## src/rtl/fetch_pkg.sv

```systemverilog
// fetch_pkg: shared constants and entry type for the fetch/decode queue
package fetch_pkg;
  localparam int XLEN = 32;
  localparam logic [XLEN-1:0] NOP_INSTR = 32'h00000013;
  localparam logic [XLEN-1:0] PC_INC = 32'd4;
  typedef struct packed {
    logic [XLEN-1:0] pc;
    logic [XLEN-1:0] instr;
    logic [XLEN-1:0] pc4;
  } fetch_entry_t;
endpackage

```

## src/rtl/fetch_queue.sv

```systemverilog
// fetch_queue: in-order {pc, instr, pc+4} buffer between fetch and decode with flush
module fetch_queue
  import fetch_pkg::*;
#(
  parameter int W = 32,
  parameter int DEPTH = 4
) (
  input  logic                     clk,
  input  logic                     rst,
  input  logic                     in_valid,
  input  logic [W-1:0]             in_pc,
  input  logic [W-1:0]             in_instr,
  output logic                     in_ready,
  output logic                     out_valid,
  output logic [W-1:0]             out_pc,
  output logic [W-1:0]             out_instr,
  output logic [W-1:0]             out_pc4,
  input  logic                     out_ready,
  input  logic                     flush,
  output logic [$clog2(DEPTH):0]   count
);
  localparam int PW = $clog2(DEPTH);
  localparam int CW = PW + 1;
  logic [PW-1:0] wr_ptr_q, wr_ptr_d, rd_ptr_q, rd_ptr_d;
  logic [CW-1:0] count_q, count_d;
  fetch_entry_t mem_q [DEPTH];
  fetch_entry_t mem_d [DEPTH];
  fetch_entry_t head;
  logic push, pop;
  assign in_ready = count_q != CW'(DEPTH);
  assign out_valid = count_q != '0;
  assign count = count_q;
  // next-state: flush wins over push/pop; pointers wrap naturally at DEPTH
  always_comb begin
    push = in_valid && in_ready;
    pop = out_valid && out_ready;
    wr_ptr_d = flush ? '0 : wr_ptr_q + PW'(push);
    rd_ptr_d = flush ? '0 : rd_ptr_q + PW'(pop);
    count_d = flush ? '0 : count_q + CW'(push) - CW'(pop);
    mem_d = mem_q;
    if (push && !flush)
      mem_d[wr_ptr_q] = '{pc: XLEN'(in_pc), instr: XLEN'(in_instr), pc4: XLEN'(in_pc + W'(PC_INC))};
  end
  // head presentation: empty queue shows pc 0 and a NOP
  always_comb begin
    head = mem_q[rd_ptr_q];
    out_pc = out_valid ? W'(head.pc) : '0;
    out_pc4 = out_valid ? W'(head.pc4) : '0;
    out_instr = out_valid ? W'(head.instr) : W'(NOP_INSTR);
  end
  // pointer and occupancy state with asynchronous active-low reset
  always_ff @(posedge clk or negedge rst) begin
    if (!rst) begin
      wr_ptr_q <= '0;
      rd_ptr_q <= '0;
      count_q <= '0;
    end else begin
      wr_ptr_q <= wr_ptr_d;
      rd_ptr_q <= rd_ptr_d;
      count_q <= count_d;
    end
  end
  // entry storage needs no reset; only slots below count are ever shown
  always_ff @(posedge clk) mem_q <= mem_d;
endmodule

```

## config.mk

```make
export PLATFORM = sky130hd
export DESIGN_NAME = fetch_queue
export DESIGN_NICKNAME = d
export VERILOG_FILES = /design/src/rtl/fetch_pkg.sv /design/src/rtl/fetch_queue.sv
export SDC_FILE = /design/constraint.sdc
export NUM_CORES = 1
export LEC_CHECK = 0
export CAP_MARGIN = 20
export CORE_MARGIN = 3
export CORE_UTILIZATION = 50
export CTS_CLUSTER_SIZE = 25
export DETAILED_ROUTE_END_ITERATION = 8
export PLACE_DENSITY_LB_ADDON = 0.3
export REMOVE_ABC_BUFFERS = 1
export SETUP_SLACK_MARGIN = 0.05
export SYNTH_ARGS = -nofsm -noshare
export SYNTH_HDL_FRONTEND = slang
export SYNTH_SLANG_ARGS = --single-unit
```

## constraint.sdc

```tcl
create_clock -name clk -period 27.3 [get_ports clk]
set_clock_uncertainty 0.15 [all_clocks]
set_input_delay 2.73 -clock clk [delete_from_list [all_inputs] [get_ports clk]]
set_output_delay 2.73 -clock clk [all_outputs]
set_load 0.03 [all_outputs]
```

==> Word level (Yosys, flattened, before mapping) <==
Cells that the tools add are included.
{ "word_totals": {"register_bits": 391, "latchBits": 0, "mem_bits_rw": 0, "mem_bits_ro": 0, "elab_cells": 44, "memories": 0} }
{ "classes": {"addsub": 5, "n_mul": 0, "n_div": 0, "order_cmp": 3, "n_eq_ne": 1, "shifts": 0, "n_mux": 12, "bitwise_logic": 2, "n_reduce_logical": 6} }
{ "ops": {"columns": ["op", "n"], "rows": [
  ["bitwise mux 384 bit", 1],
  ["two-way mux 96 bit", 3],
  ["binary-select mux 96 bit (select 2 bit)", 1],
  ["demux 96 bit (select 2 bit)", 1],
  ["two-way mux 32 bit", 3],
  ["adder 32 x 3 -> 32 bit (second input constant)", 1],
  ["greater-or-equal comparator 3 bit (second input constant)", 2],
  ["inverter 2 -> 3 bit", 2],
  ["adder 2 x 1 -> 2 bit", 2],
  ["logical AND 1 bit", 4],
  ["two-way mux 2 bit", 2],
  ["adder 3 x 1 -> 3 bit", 1],
  ["< comparator 3 x 1 -> 1 bit (second input constant)", 1],
  ["two-way mux 3 bit", 1],
  ["!= test 3 bit (second input constant)", 1],
  ["nonzero test 3 bit", 1],
  ["subtractor 3 x 1 -> 3 bit", 1],
  ["logical NOT 1 bit", 1]
]} }

==> Depth between registers and ports, before layout <==
{ "depth": {"depth_word": 6, "mapped_depth": 12, "depth_no_buf": 11} }

==> Worst setup path before layout <==
Ideal clock, no wire load.
{ "synth_timing": {"path_kind": "input to register", "from": "in flush", "to": "reg mem_q[100] (netlist bit) (enable)", "t_arrival_ps": 12571, "slack_ps": 13769, "cell_stages": 2, "n_path_buf": 1, "cell_sequence": "clkbuf_1 > nor4b_1"} }
{ "synth_via": {"elab_chain_cells": 2} }
{ "synth_rtl": {"columns": ["element", "line_no", "source"], "rows": [
  ["from (decl)", "fetch_queue.sv:19", "input logic flush,"],
  ["logical NOT 1 bit", "fetch_queue.sv:41", "if (push && !flush)"],
  ["logical AND 1 bit", "fetch_queue.sv:41", null],
  ["to (signal assigned)", "fetch_queue.sv:64", "always_ff @(posedge clk) mem_q <= mem_d;"],
  ["to (decl)", "fetch_queue.sv:26", "fetch_entry_t mem_q [DEPTH];"]
]} }
Every way passes these cells.
A chain may end at the register's enable or synchronous reset.

==> Worst setup path after layout <==
{ "layout_timing": {"from": "reg rd_ptr_q[0]", "to": "out out_instr[0]"} }
{ "layout_via": {"elab_chain_cells": 5} }
{ "layout_rtl": {"columns": ["element", "line_no", "source"], "rows": [
  ["from (decl)", "fetch_queue.sv:24", "logic [PW-1:0] wr_ptr_q, wr_ptr_d, rd_ptr_q, rd_ptr_d;"],
  ["from (signal assigned)", "fetch_queue.sv:59", "rd_ptr_q <= rd_ptr_d;"],
  ["inverter 2 -> 3 bit (not written as such)", "fetch_queue.sv:46", "head = mem_q[rd_ptr_q];"],
  ["binary-select mux 96 bit (select 2 bit)", "fetch_queue.sv:46", null],
  ["two-way mux 96 bit (not written as such) (2 in series)", "fetch_queue.sv:46", null],
  ["two-way mux 32 bit", "fetch_queue.sv:49", "out_instr = out_valid ? W'(head.instr) : W'(NOP_INSTR);"],
  ["to (decl)", "fetch_queue.sv:16", "output logic [W-1:0] out_instr,"]
]} }
Every way passes these cells. The select of a mux whose other input is x is not followed.

==> impl_metrics.toml <==
[cells_and_area]
nNetsFinal = 984
syn_to_final_growth_pct = 21.85
fin_util_pct = 62.05
diodes = 0
seqCellArea_mm2 = 0.01147
fillers = 2119
multiInputGateArea_mm2 = 0.003496
final_layout_size_suffix_gt1_share_pct = 18.78

[global_route]
grt_pass1_wl_um = 45400
overflow = 0
grt_max_degree = 72
grt_usage_pct = 17.90
first_global_vias = 7819
antenna_found_initial = 0

[critical_path]
cp_common_cell = "buf_4"
path_buf_inv = 3
cp_cell_sequence = "buf_4 -> buf_4 -> mux4_2 -> or2_2 -> clkdlybuf4s50_1"
worst_ep_arrival_time_ps = 4200
worst-path-max-fanout = 42
worstSetupPathType = "register to primary output"
r2r-start = "count[1]$_DFF_PN0_"
crit_end = "out_instr[0]"
rr_worst_depth = 11
rr_endpoint = "count[2]$_DFF_PN0_"
crit_cells = 5
slowest_stage = "buf_4"
cp_slowest_stage_delay_ps = 800
cp_top_family = "buffers and inverters"
startpoint_type = "register"
required_ps = 24420
crit_start = "rd_ptr_q[0]$_DFF_PN0_"
reg2reg_slack_ps = 24070
end_kind = "primary output"

[route]
via_per_inst = 5.533
drc = 0
via_count = 7342
antenna_left = 0
first_iter_violations = 615
drt_wl_total_um = 29120
dr.pass1.iters = 5
wl_per_cell_um = 21.94

[die]
row_count = 63
core_mm2 = 0.02980
dieArea_mm2 = 0.03247
initial_core_util_pct = 50.92
fp.dieW_um = 180.2
ios = 170
die_y_um = 180.2

[timing]
slew_headroom_pct = 27.34
period_share_pct = 25.94
timing.final.ws_setup_ps = 20220
min_period_ps = 7083
rsz0062_at_grt = "false"
timing.fmax_mhz = 141.2
setup_violations = 0
drv_slew = 0
setup_tns_ps = 0
finalHoldViolCount = 0
worstMarginPinSlew_ps = 1090

[clock_tree]
cts_setup_buffers = 0
cts_tree = "built"
htreeDepth = 2
holdBufCountCts = 0
cts-buffers-inserted = 39
cts_sinks = 383
clock_latency_ps = 510
path_clk_slew_ps = 60
cts_resized = 0
cts-root-buf = "clkbuf_16"
cts_buffer_depth = 3

[placed_design]
pre_cts_ws_ps = 20640
gp_congestion = 0.6781
hpwl_um = 16530
io_buffer_count = 169

[logic_synthesis]
yosysTopAreaCell = "edfxtp_1"
yosysTopAreaCellShare_pct = 74.41
syn_inst = 726
synth-seq-cells = 383
ys_seq_area_share_pct = 75.57
synth_cell_types = 32
synth_area_leaders = "edfxtp_1, mux4_2, and2_1"
synthArstFlopShare_pct = 1.828
synth_edf_count = 376
ys.flop_type = "edfxtp_1"
netlist_area_mm2 = 0.01517
ys_top_cells_by_count = "edfxtp_1, mux4_2, and2_1"
yosys_warnings = 0
synth_area_per_cell_um2 = 20.90
synth_most_common_cell = "edfxtp_1"

[hold_path]
hp-class = "register to register"

[pwr]
leakage_nw = 5.901
finalPower_mw = 1.790
peakVddDrop_v = 0.00009005
p_per_area_mw_per_mm2 = 96.82

[status]
outcome = "completed"

[job]
drv_cap = 0
-- per-layer routing --
layer / GRT usage [%] / wire [um]
met1: 25.75 / 12680
met2: 28.93 / 14050
met3: 3.876 / 1929
met4: 3.684 / 465
met5: 0 / 0
-- placed cells by master (no fill, tap or decap), drive strengths merged, types with 4 or more instances in the layout --
cell type / count
ha: 5
clkdlybuf4s50: 169
nand4: 4
buf: 12
nand2: 11
mux4: 94
xnor2: 10
nor3: 7
edfxtp: 376
inv: 12
nand3: 7
clkinv: 19
nor4: 11
dfrtp: 7
nor2: 12
and2: 92
xor2: 22
clkbuf: 47
-- worst register-to-register path, cell delays in order, from the launching register on --
cell and delay [ps]:
dfrtp_1 440, nor3_1 440, inv_2 450, and2_1 370, ha_1 280, inv_1 60, ha_1 130, inv_1 50
fa_1 370, xor2_1 180, xnor2_1 130, nor2_1 50
-- layout make-up --
type                    instances  area share (%)
inverters                      11          0.2233
clock buffers                  47           5.671
repair buffers                181           9.637
well taps                     390           2.639
flip-flops and latches        383           62.06
multi-input cells             293           18.91
clock inverters                22          0.8662
-- sequential cells by signal, summed over array words and instances, names as in the netlist --
name	flops
mem_q	376
count	3
wr_ptr_q	2
rd_ptr_q	2
-- how the worst min path moves through the flow --
stage,depth (start not counted),from,end,slack (ps)
after floorplan,2,wr_ptr_q[1]$_DFF_PN0_,wr_ptr_q[1]$_DFF_PN0_,410
after global placement,2,count[2]$_DFF_PN0_,count[2]$_DFF_PN0_,430
after detailed placement,2,count[2]$_DFF_PN0_,count[2]$_DFF_PN0_,440
after CTS,2,count[2]$_DFF_PN0_,count[2]$_DFF_PN0_,450
after global routing,2,count[2]$_DFF_PN0_,count[2]$_DFF_PN0_,460
final,2,count[2]$_DFF_PN0_,count[2]$_DFF_PN0_,440
-- through the flow --
step	instances	cell area, um^2	hold slack, ps
4_1_cts	1327	18490	449.1
3_3_place_gp	1258	17280	426.5
3_5_place_dp	1258	17280	437.0
2_1_floorplan	687	14970	406.1
6_report	1327	18490	443.3
5_1_grt	1327	18490	459.4
-- report_power, final --
part | switching [mW] | internal, mW
clock network | 0.207 | 0.293
logic | 0.322 | 0.263
registers | 0.0195 | 0.685
-- logic make-up after synthesis --
logic type / share of synthesized area [%]
buffers and inverters: 1.616
and+or+nand+nor: 6.473
muxes: 13.95
DFF: 75.57
xor gates and xnor gates: 1.847
adders and majority gates: 0.5442
(Power assumes the default switching activity.)
